===== config.mk =====
export PLATFORM = sky130hd
export DESIGN_NAME = rv_id_queue
export DESIGN_NICKNAME = d
export VERILOG_FILES = /design/src/rtl/rv_id_queue.sv
export SDC_FILE = /design/constraint.sdc
export NUM_CORES = 1
export LEC_CHECK = 0
export ABC_AREA = 0
export BUFFER_PORTS_ARGS = -buffer_cell sky130_fd_sc_hd__buf_4
export CORE_UTILIZATION = 56
export DETAILED_ROUTE_END_ITERATION = 10
export HOLD_SLACK_MARGIN = 0.15
export PLACE_DENSITY = 0.91
export RECOVER_POWER = 25
export SETUP_SLACK_MARGIN = 0.15
export SYNTH_ARGS = -nofsm -noshare
export SYNTH_HDL_FRONTEND = slang
export SYNTH_SLANG_ARGS = --single-unit

===== constraint.sdc =====
create_clock -name clk -period 16.8 [get_ports clk]
set_clock_uncertainty 0.05 [all_clocks]
set_input_delay 3.36 -clock clk [delete_from_list [all_inputs] [get_ports clk]]
set_output_delay 3.36 -clock clk [all_outputs]
set_load 0.02 [all_outputs]

===== src/rtl/rv_id_queue.sv =====
// Purpose: decode-stage issue queue; decodes fetched instructions on entry, holds 2, issues in order.
// Latency: an entry accepted at edge N is presented to EX in cycle N+1; throughput is 1/cycle.
// Backpressure: if_ready (registered) drops when full; ex_ready=0 holds the head stable; load-use hazard bubbles.
//
// Ports:
//   clk, rst_n                      clock, synchronous active-low reset
//   if_valid/if_ready/if_instr/if_pc  fetch-side handshake and payload
//   ex_valid/ex_ready                 issue-side handshake
//   ex_instr/ex_pc/ex_imm/ex_fmt/ex_rs1/ex_rs2/ex_rd/ex_illegal  decoded head entry
//   flush                             discard all queued entries
//   ld_valid/ld_rd                    load currently in EX (hazard source)
//   stall_cnt                         saturating count of hazard bubble cycles
// Optional feature: RV_ID_ILLEGAL_TRAP_EN -- illegal opcodes raise ex_illegal and
// block further fetch after they issue, until the next flush.
module rv_id_queue #(
    parameter int DW = 32
) (
    input  logic          clk,
    input  logic          rst_n,
    input  logic          if_valid,
    output logic          if_ready,
    input  logic [31:0]   if_instr,
    input  logic [DW-1:0] if_pc,
    output logic          ex_valid,
    input  logic          ex_ready,
    output logic [31:0]   ex_instr,
    output logic [DW-1:0] ex_pc,
    output logic [DW-1:0] ex_imm,
    output logic [2:0]    ex_fmt,
    output logic [4:0]    ex_rs1,
    output logic [4:0]    ex_rs2,
    output logic [4:0]    ex_rd,
    output logic          ex_illegal,
    input  logic          flush,
    input  logic          ld_valid,
    input  logic [4:0]    ld_rd,
    output logic [31:0]   stall_cnt
);

    typedef struct packed {
        logic [31:0]   instr;
        logic [DW-1:0] pc;
        logic [DW-1:0] imm;
        logic [2:0]    fmt;
        logic [4:0]    rs1;
        logic [4:0]    rs2;
        logic [4:0]    rd;
    } entry_t;

    typedef enum logic [1:0] {
        ST_EMPTY,
        ST_ONE,
        ST_FULL
    } state_t;

    // Full decode of one instruction; register fields a format does not use
    // stay 0, which also keeps them out of the hazard compare.
    function automatic entry_t decode(input logic [31:0] in, input logic [DW-1:0] pc);
        entry_t      e;
        logic [31:0] imm32;
        e       = '0;
        imm32   = '0;
        e.instr = in;
        e.pc    = pc;
        case (in[6:0])
            7'b0110011: begin
                e.fmt = 3'd0;
                e.rs1 = in[19:15];
                e.rs2 = in[24:20];
                e.rd  = in[11:7];
            end
            7'b0010011, 7'b0000011, 7'b1100111: begin
                e.fmt = 3'd1;
                e.rs1 = in[19:15];
                e.rd  = in[11:7];
                imm32 = {{20{in[31]}}, in[31:20]};
            end
            7'b0100011: begin
                e.fmt = 3'd2;
                e.rs1 = in[19:15];
                e.rs2 = in[24:20];
                imm32 = {{20{in[31]}}, in[31:25], in[11:7]};
            end
            7'b1100011: begin
                e.fmt = 3'd3;
                e.rs1 = in[19:15];
                e.rs2 = in[24:20];
                imm32 = {{19{in[31]}}, in[31], in[7], in[30:25], in[11:8], 1'b0};
            end
            7'b0110111, 7'b0010111: begin
                e.fmt = 3'd4;
                e.rd  = in[11:7];
                imm32 = {in[31:12], 12'b0};
            end
            7'b1101111: begin
                e.fmt = 3'd5;
                e.rd  = in[11:7];
                imm32 = {{11{in[31]}}, in[31], in[19:12], in[20], in[30:21], 1'b0};
            end
            default: e.fmt = 3'd7;
        endcase
        e.imm = DW'($signed(imm32));
        return e;
    endfunction

    state_t      r_state;
    state_t      w_state_nxt;
    logic        r_wr_ptr;
    logic        r_rd_ptr;
    entry_t      r_slot [2];
    logic        r_if_ready;
    logic [31:0] r_stall_cnt;

    entry_t      w_head;
    logic        w_not_empty;
    logic        w_hazard;
    logic        w_enq;
    logic        w_deq;
    logic        w_block_nxt;

    assign w_head      = r_slot[r_rd_ptr];
    assign w_not_empty = (r_state != ST_EMPTY);
    assign w_hazard    = ld_valid && (ld_rd != 5'd0) &&
                         ((ld_rd == w_head.rs1) || (ld_rd == w_head.rs2));
    assign ex_valid    = w_not_empty && !w_hazard;
    assign w_deq       = ex_valid && ex_ready;
    assign w_enq       = if_valid && r_if_ready && !flush;

`ifdef RV_ID_ILLEGAL_TRAP_EN
    logic r_block;
    logic w_head_ill;

    assign w_head_ill  = (w_head.fmt == 3'd7);
    // Once an illegal entry has issued, fetch stays closed until the trap flush.
    assign w_block_nxt = !flush && (r_block || (w_deq && w_head_ill));
    assign ex_illegal  = w_head_ill;

    always_ff @(posedge clk) begin
        if (!rst_n) r_block <= 1'b0;
        else        r_block <= w_block_nxt;
    end
`else
    assign w_block_nxt = 1'b0;
    assign ex_illegal  = 1'b0;
`endif

    always_comb begin
        w_state_nxt = r_state;
        if (flush) begin
            w_state_nxt = ST_EMPTY;
        end else begin
            case (r_state)
                ST_EMPTY: if (w_enq) w_state_nxt = ST_ONE;
                ST_ONE: begin
                    if (w_enq && !w_deq)      w_state_nxt = ST_FULL;
                    else if (!w_enq && w_deq) w_state_nxt = ST_EMPTY;
                end
                ST_FULL:  if (w_deq) w_state_nxt = ST_ONE;
                default:  w_state_nxt = ST_EMPTY;
            endcase
        end
    end

    always_ff @(posedge clk) begin
        if (!rst_n) begin
            r_state     <= ST_EMPTY;
            r_wr_ptr    <= 1'b0;
            r_rd_ptr    <= 1'b0;
            r_slot[0]   <= '0;
            r_slot[1]   <= '0;
            r_if_ready  <= 1'b0;
            r_stall_cnt <= '0;
        end else begin
            r_state    <= w_state_nxt;
            r_if_ready <= (w_state_nxt != ST_FULL) && !w_block_nxt;
            if (flush) begin
                r_wr_ptr <= 1'b0;
                r_rd_ptr <= 1'b0;
            end else begin
                if (w_enq) r_wr_ptr <= ~r_wr_ptr;
                if (w_deq) r_rd_ptr <= ~r_rd_ptr;
            end
            if (w_enq) r_slot[r_wr_ptr] <= decode(if_instr, if_pc);
            if (w_not_empty && w_hazard && (r_stall_cnt != 32'hFFFF_FFFF))
                r_stall_cnt <= r_stall_cnt + 32'd1;
        end
    end

    assign if_ready   = r_if_ready;
    assign ex_instr   = w_head.instr;
    assign ex_pc      = w_head.pc;
    assign ex_imm     = w_head.imm;
    assign ex_fmt     = w_head.fmt;
    assign ex_rs1     = w_head.rs1;
    assign ex_rs2     = w_head.rs2;
    assign ex_rd      = w_head.rd;
    assign stall_cnt  = r_stall_cnt;

endmodule


; Word level (Yosys, flattened, before mapping)
; Memories as Yosys holds them, arrays and structs flattened. A register that Yosys moved wholly into a read port is not among the register bits.
; Index checks and enable logic that the tools add are counted.
[op_classes]
n_addsub = 1
n_eq_ne = 15
mux = 30
n_reduce_logical = 25
n_bitwise = 3
[ops]
columns = op, count
row1 = 32-bit case mux with 5 select lines, 1
row2 = 114-bit 2-to-1 mux, 1
row3 = 114-bit OR reduction, 1
row4 = 32-bit 2-to-1 mux, 2
row5 = 5-bit 2-to-1 mux, 9
row6 = "32-bit by 1-bit adder with 32-bit output, second input constant", 1
row7 = "32-bit != test, second input constant", 1
row8 = "7-bit by 6-bit == test with 1-bit output, second input constant", 3
row9 = "7-bit == test, second input constant", 3
row10 = 3-bit case mux with 6 select lines, 1
row11 = "7-bit by 5-bit == test with 1-bit output, second input constant", 2
row12 = 5-bit == test, 2
row13 = 1-bit logical AND, 10
row14 = 2-bit 2-to-1 mux, 5
row15 = 1-bit 2-to-1 mux, 8
row16 = "7-bit by 2-bit == test with 1-bit output, second input constant", 1
row17 = 7-bit OR reduction, 1
row18 = 3-bit 2-to-1 mux, 2
row19 = 2-bit case mux with 3 select lines, 1
row20 = 3-bit OR reduction, 2
row21 = 6-bit OR reduction, 1
row22 = 5-bit nonzero test, 1
row23 = 1-bit logical NOT, 4
row24 = 2-bit OR reduction, 2
row25 = other kinds (7), 9
[word_totals]
ff_bits = 37
wordCells = 80
ram_bits = 228
mem_count = 1
inputBits = 75
[mem_list]
columns = name, words, word_bits, read_ports, rd_ports_with_merged_regs, wr, line
row1 = r_slot, 2, 114, 1, 1, 2, 110  ; entry_t r_slot [2];

; Depth between registers and ports, before layout
[depth]
ltp_word = 12
mapped_depth = 11

; Worst setup path before layout
; Ideal clock, no wire load.
[synth_timing]
kind = input -> register
startpoint = input port if_valid
endpoint = memory r_slot[0][0] (netlist bit) (enable)
path_stages = 2
setup_slack_ns = 4.106
n_path_buf = 0
setup_time_ns = 0.756
t_arrival_ns = 11.887
path_cell_list = nand2_1 o31ai_1
[synth_rtl]
columns = item, line
row1 = "start, declared", 20  ; input logic if_valid,
row2 = "end, declared", 110

; Worst setup path after layout
[layout_timing]
startpoint = input port ld_rd[1]
endpoint = output port ex_valid
[layout_between]
elab_chain_len = 5
word_cells_on_any_way = 8
cone_classes = eq/ne: 2 / reduce/logical: 6
[layout_rtl]
columns = item, line
row1 = "start, declared", 36  ; input logic [4:0] ld_rd,
row2 = 5-bit == test / 5-bit nonzero test (equally long branches), "124, 123"
row3 = 1-bit logical OR / 1-bit logical AND (equally long branches), "124, 123"
row4 = 1-bit logical AND *, 123  ; assign w_hazard = ld_valid && (ld_rd != 5'd0) &&
row5 = 1-bit logical NOT *, 125  ; assign ex_valid = w_not_empty && !w_hazard;
row6 = 1-bit logical AND *, 125
row7 = "end, declared", 24  ; output logic ex_valid,
; Mark *: on every way between the ends. The rest lies on a longest branch, timed or not.

==> metrics.cfg <==
[synth]
synthSimpleGateAreaFrac_pct = 18.14
ys_async_sr_fraction_pct = 0
synthXorXnorAreaFrac_pct = 1.381
synth_top_area_cell = edfxtp_1
ys_ff_latch = 266
avgSynthCellArea_um2 = 12.78
ys.flop_type = edfxtp_1
synth_top_area_share_pct = 56.82
ys_types = 44
synthAdderAreaFrac_pct = 0.1038
synth_top_family_by_area = simple AND/OR/NAND/NOR gates
synth_edf_count = 228
ys_top_cells_by_area = edfxtp_1 (57%), mux2_2 (10%), and2_1 (7.9%), dfxtp_1 (6.3%), nor2_1 (2.7%)
yosysWarningCount = 0
synth.net_count = 1019
yosysSeqAreaShare_pct = 63.13
synth_area_mm2 = 0.01205
synth_mux_area_share_pct = 12.22
postSynthCellCount = 943
synth_compound_gate_area_share_pct = 2.824

[clocking]
ctsHoldBuffers = 0
post-cts-setup-buffer-count = 0
numCtsBuffers = 27
clockBufferDepth = 3
cts_tree = done
cts_sinks = 266
h-tree-depth = 1
post_cts_resized = 0
clk_latency_ns = 0.51
cts-root-buf = clkbuf_16
clk_pin_slew_worst_paths_ns = 0.06

[critical_path]
required_ns = 13.39
path_cells = buf_4 > or4_1 > o21ai_0 > nor2_1 > a22oi_1 > and2_1 > buf_4
crit_path_top_delay_cell = a22oi_1
path_common_cell = buf_4
rrSetupSlack_ns = 11.75
endpoint_kind = output pin
r2r-end = r_slot[0][68]
max_stage_delay_ns = 0.75
cp.arrival_ns = 5.47
path_class = primary input to output pin
worstReg2RegStart = if_ready
cp_top_family = compound AO/OA/AOI/OAI gates
startpoint_type = primary input
cp_num_buf_inv = 2
reg2reg_depth = 4
path_max_fanout = 12

[global_routing]
grt_max_degree = 79
grt_pass1_vias = 8013
grt_pass1_wl_mm = 42.50
grt_antenna_before_repair = 0
grt_use_total_pct = 24.85
grt_overflow_total = 0

[timing]
holdWs_ns = 0.4329
worst_pin_slew_ns = 4.092
finalHoldViolCount = 0
fin_setup_tns_ns = 0
setup_viol = 0
finalCritPeriodShare_pct = 52.85
rsz0062_at_grt = false
slew_violations = 220
fmaxAchievable_ghz = 0.1126
period_needed_ns = 8.880
slew_headroom_pct = -172.8

[finish]
fillerInstances = 1512
diodes = 0
nNetsFinal = 1225
syn2layout_area_growth_pct = 21.22
final_cell_mix = edfxtp_1 (228), buf_4 (193), and2_1 (128), mux2_2 (110), nor2_1 (86)
layout-drive-gt1-share_pct = 29.62
layout_commonest_cell = edfxtp_1
final_util_pct = 69.27

[routing]
vias = 8165
viasPerCell = 5.658
wl_mm = 27.60
drt_iter0_markers = 451
antenna_left = 0
wl_per_cell_um = 19.13
drc = 0
first_pass_iters = 5

[power]
peakVddDrop_mv = 0.07189
p_leak_nw = 5.733
p_per_area_mw_per_mm2 = 97.84
p_total_mw = 1.429

[floorplanning]
die_w_um = 148.7
core_mm2 = 0.02109
start_util_pct = 57.14
die_h_um = 148.7
die-area_mm2 = 0.02211
boundaryPins = 224
row_count = 53

[min_path]
worstHoldPathType = flop to flop
min_path_cells = 2
hold_end = stall_cnt[15]
hp-start = stall_cnt[15]

[place]
place_congestion = 0.8396
hpwl_mm = 18.13
port_buffers = 222

[status]
violations = max-capacitance violations, max-slew violations
status = complete, but fails checks

[flow_run]
maxCapViolCount = 5

[worst max-delay path by stage]
stage	slack (ns)	cells after the start	to	from
finish	7.92	7	ex_valid	ld_rd[1]
global route	7.74	7	ex_valid	ld_rd[1]
CTS	7.93	7	ex_valid	ld_rd[1]
detailed placement	7.94	7	ex_valid	ld_rd[1]
global placement	8.00	7	ex_valid	ld_rd[1]
floorplan	4.11	2	r_slot[0][0]	if_valid
[flip-flops by register name, summed over array words and instances (netlist names), named ones only]
name	flops
r_rd_ptr	1
stall_cnt	32
r_state	2
if_ready	1
r_slot	228
r_wr_ptr	1
[cell usage after synthesis (2+ instances only)]
| cell type | number |
|---|---|
| buf_6 | 2 |
| inv_1 | 9 |
| or3_1 | 3 |
| or4_1 | 3 |
| dfxtp_1 | 38 |
| o211ai_1 | 2 |
| a22oi_1 | 6 |
| edfxtp_1 | 228 |
| mux2_2 | 110 |
| nand3_1 | 20 |
| and4_1 | 5 |
| nor2b_1 | 3 |
| buf_1 | 3 |
| nor2_1 | 86 |
| and2_1 | 153 |
| o21ai_0 | 9 |
| nor3_1 | 11 |
| nand2b_1 | 23 |
| nor4_1 | 7 |
| a21oi_1 | 28 |
| nand2_1 | 38 |
| o31a_1 | 2 |
| buf_2 | 2 |
| xnor2_1 | 12 |
| o31ai_1 | 4 |
| clkbuf_1 | 47 |
| and3_1 | 37 |
| nand4_1 | 9 |
| xor2_1 | 7 |
| mux2i_1 | 22 |
[metal layers]
metal  GRT usage [%]  share of wire, %  wire length [um]  up-vias
met2           42.27                50             13760      337
met3           4.939               8.2              2261       54
met4           7.784               2.2               600        0
met5               0                 0                 0        -
li1                -                 -                 -     3777
met1           32.00                40             10980     3997
[tightest hold or removal path, cell delays in order, from the launching register on]
cell     delay [ns]
dfxtp_1        0.33
nand2_1        0.06
mux2i_1        0.05
[per-stage QoR]
step                setup slack [ns]  instances  cell area [um2]
floorplan                      4.106        943            12050
global placement               7.997       1395            13940
detailed placement             7.939       1395            13940
CTS                            7.931       1443            14760
global route                   7.737       1443            14610
finish                         7.920       1443            14610
[cell type report]
cell class	instances	area, um2	share of cell area (%)
clock inverters	14	113.9	0.7794
inverters	9	33.78	0.2313
flip-flops and latches	266	7611	52.10
clock buffers	34	701.9	4.805
multi-input cells	613	4208	28.81
repair buffers	232	1595	10.92
well taps	275	344.1	2.355
[where the power goes]
part	internal [mW]	switching [mW]	total, mW
logic	0.0495	0.0712	0.121
registers	0.742	0.00721	0.750
clock network	0.324	0.235	0.559
[kinds of logic (layout without fill, tap and decap cells)]
family | after synthesis | in the layout
XOR/XNOR | 19 | 19
other | 1 | 1
flip-flops | 266 | 266
buffers and inverters | 64 | 289
AND/OR/NAND/NOR | 402 | 402
multiplexers | 133 | 133
adder cells (fa/ha/maj) | 1 | 1
AO/OA/AOI/OAI | 57 | 57
Note: power is estimated with default switching activity, not from simulation.
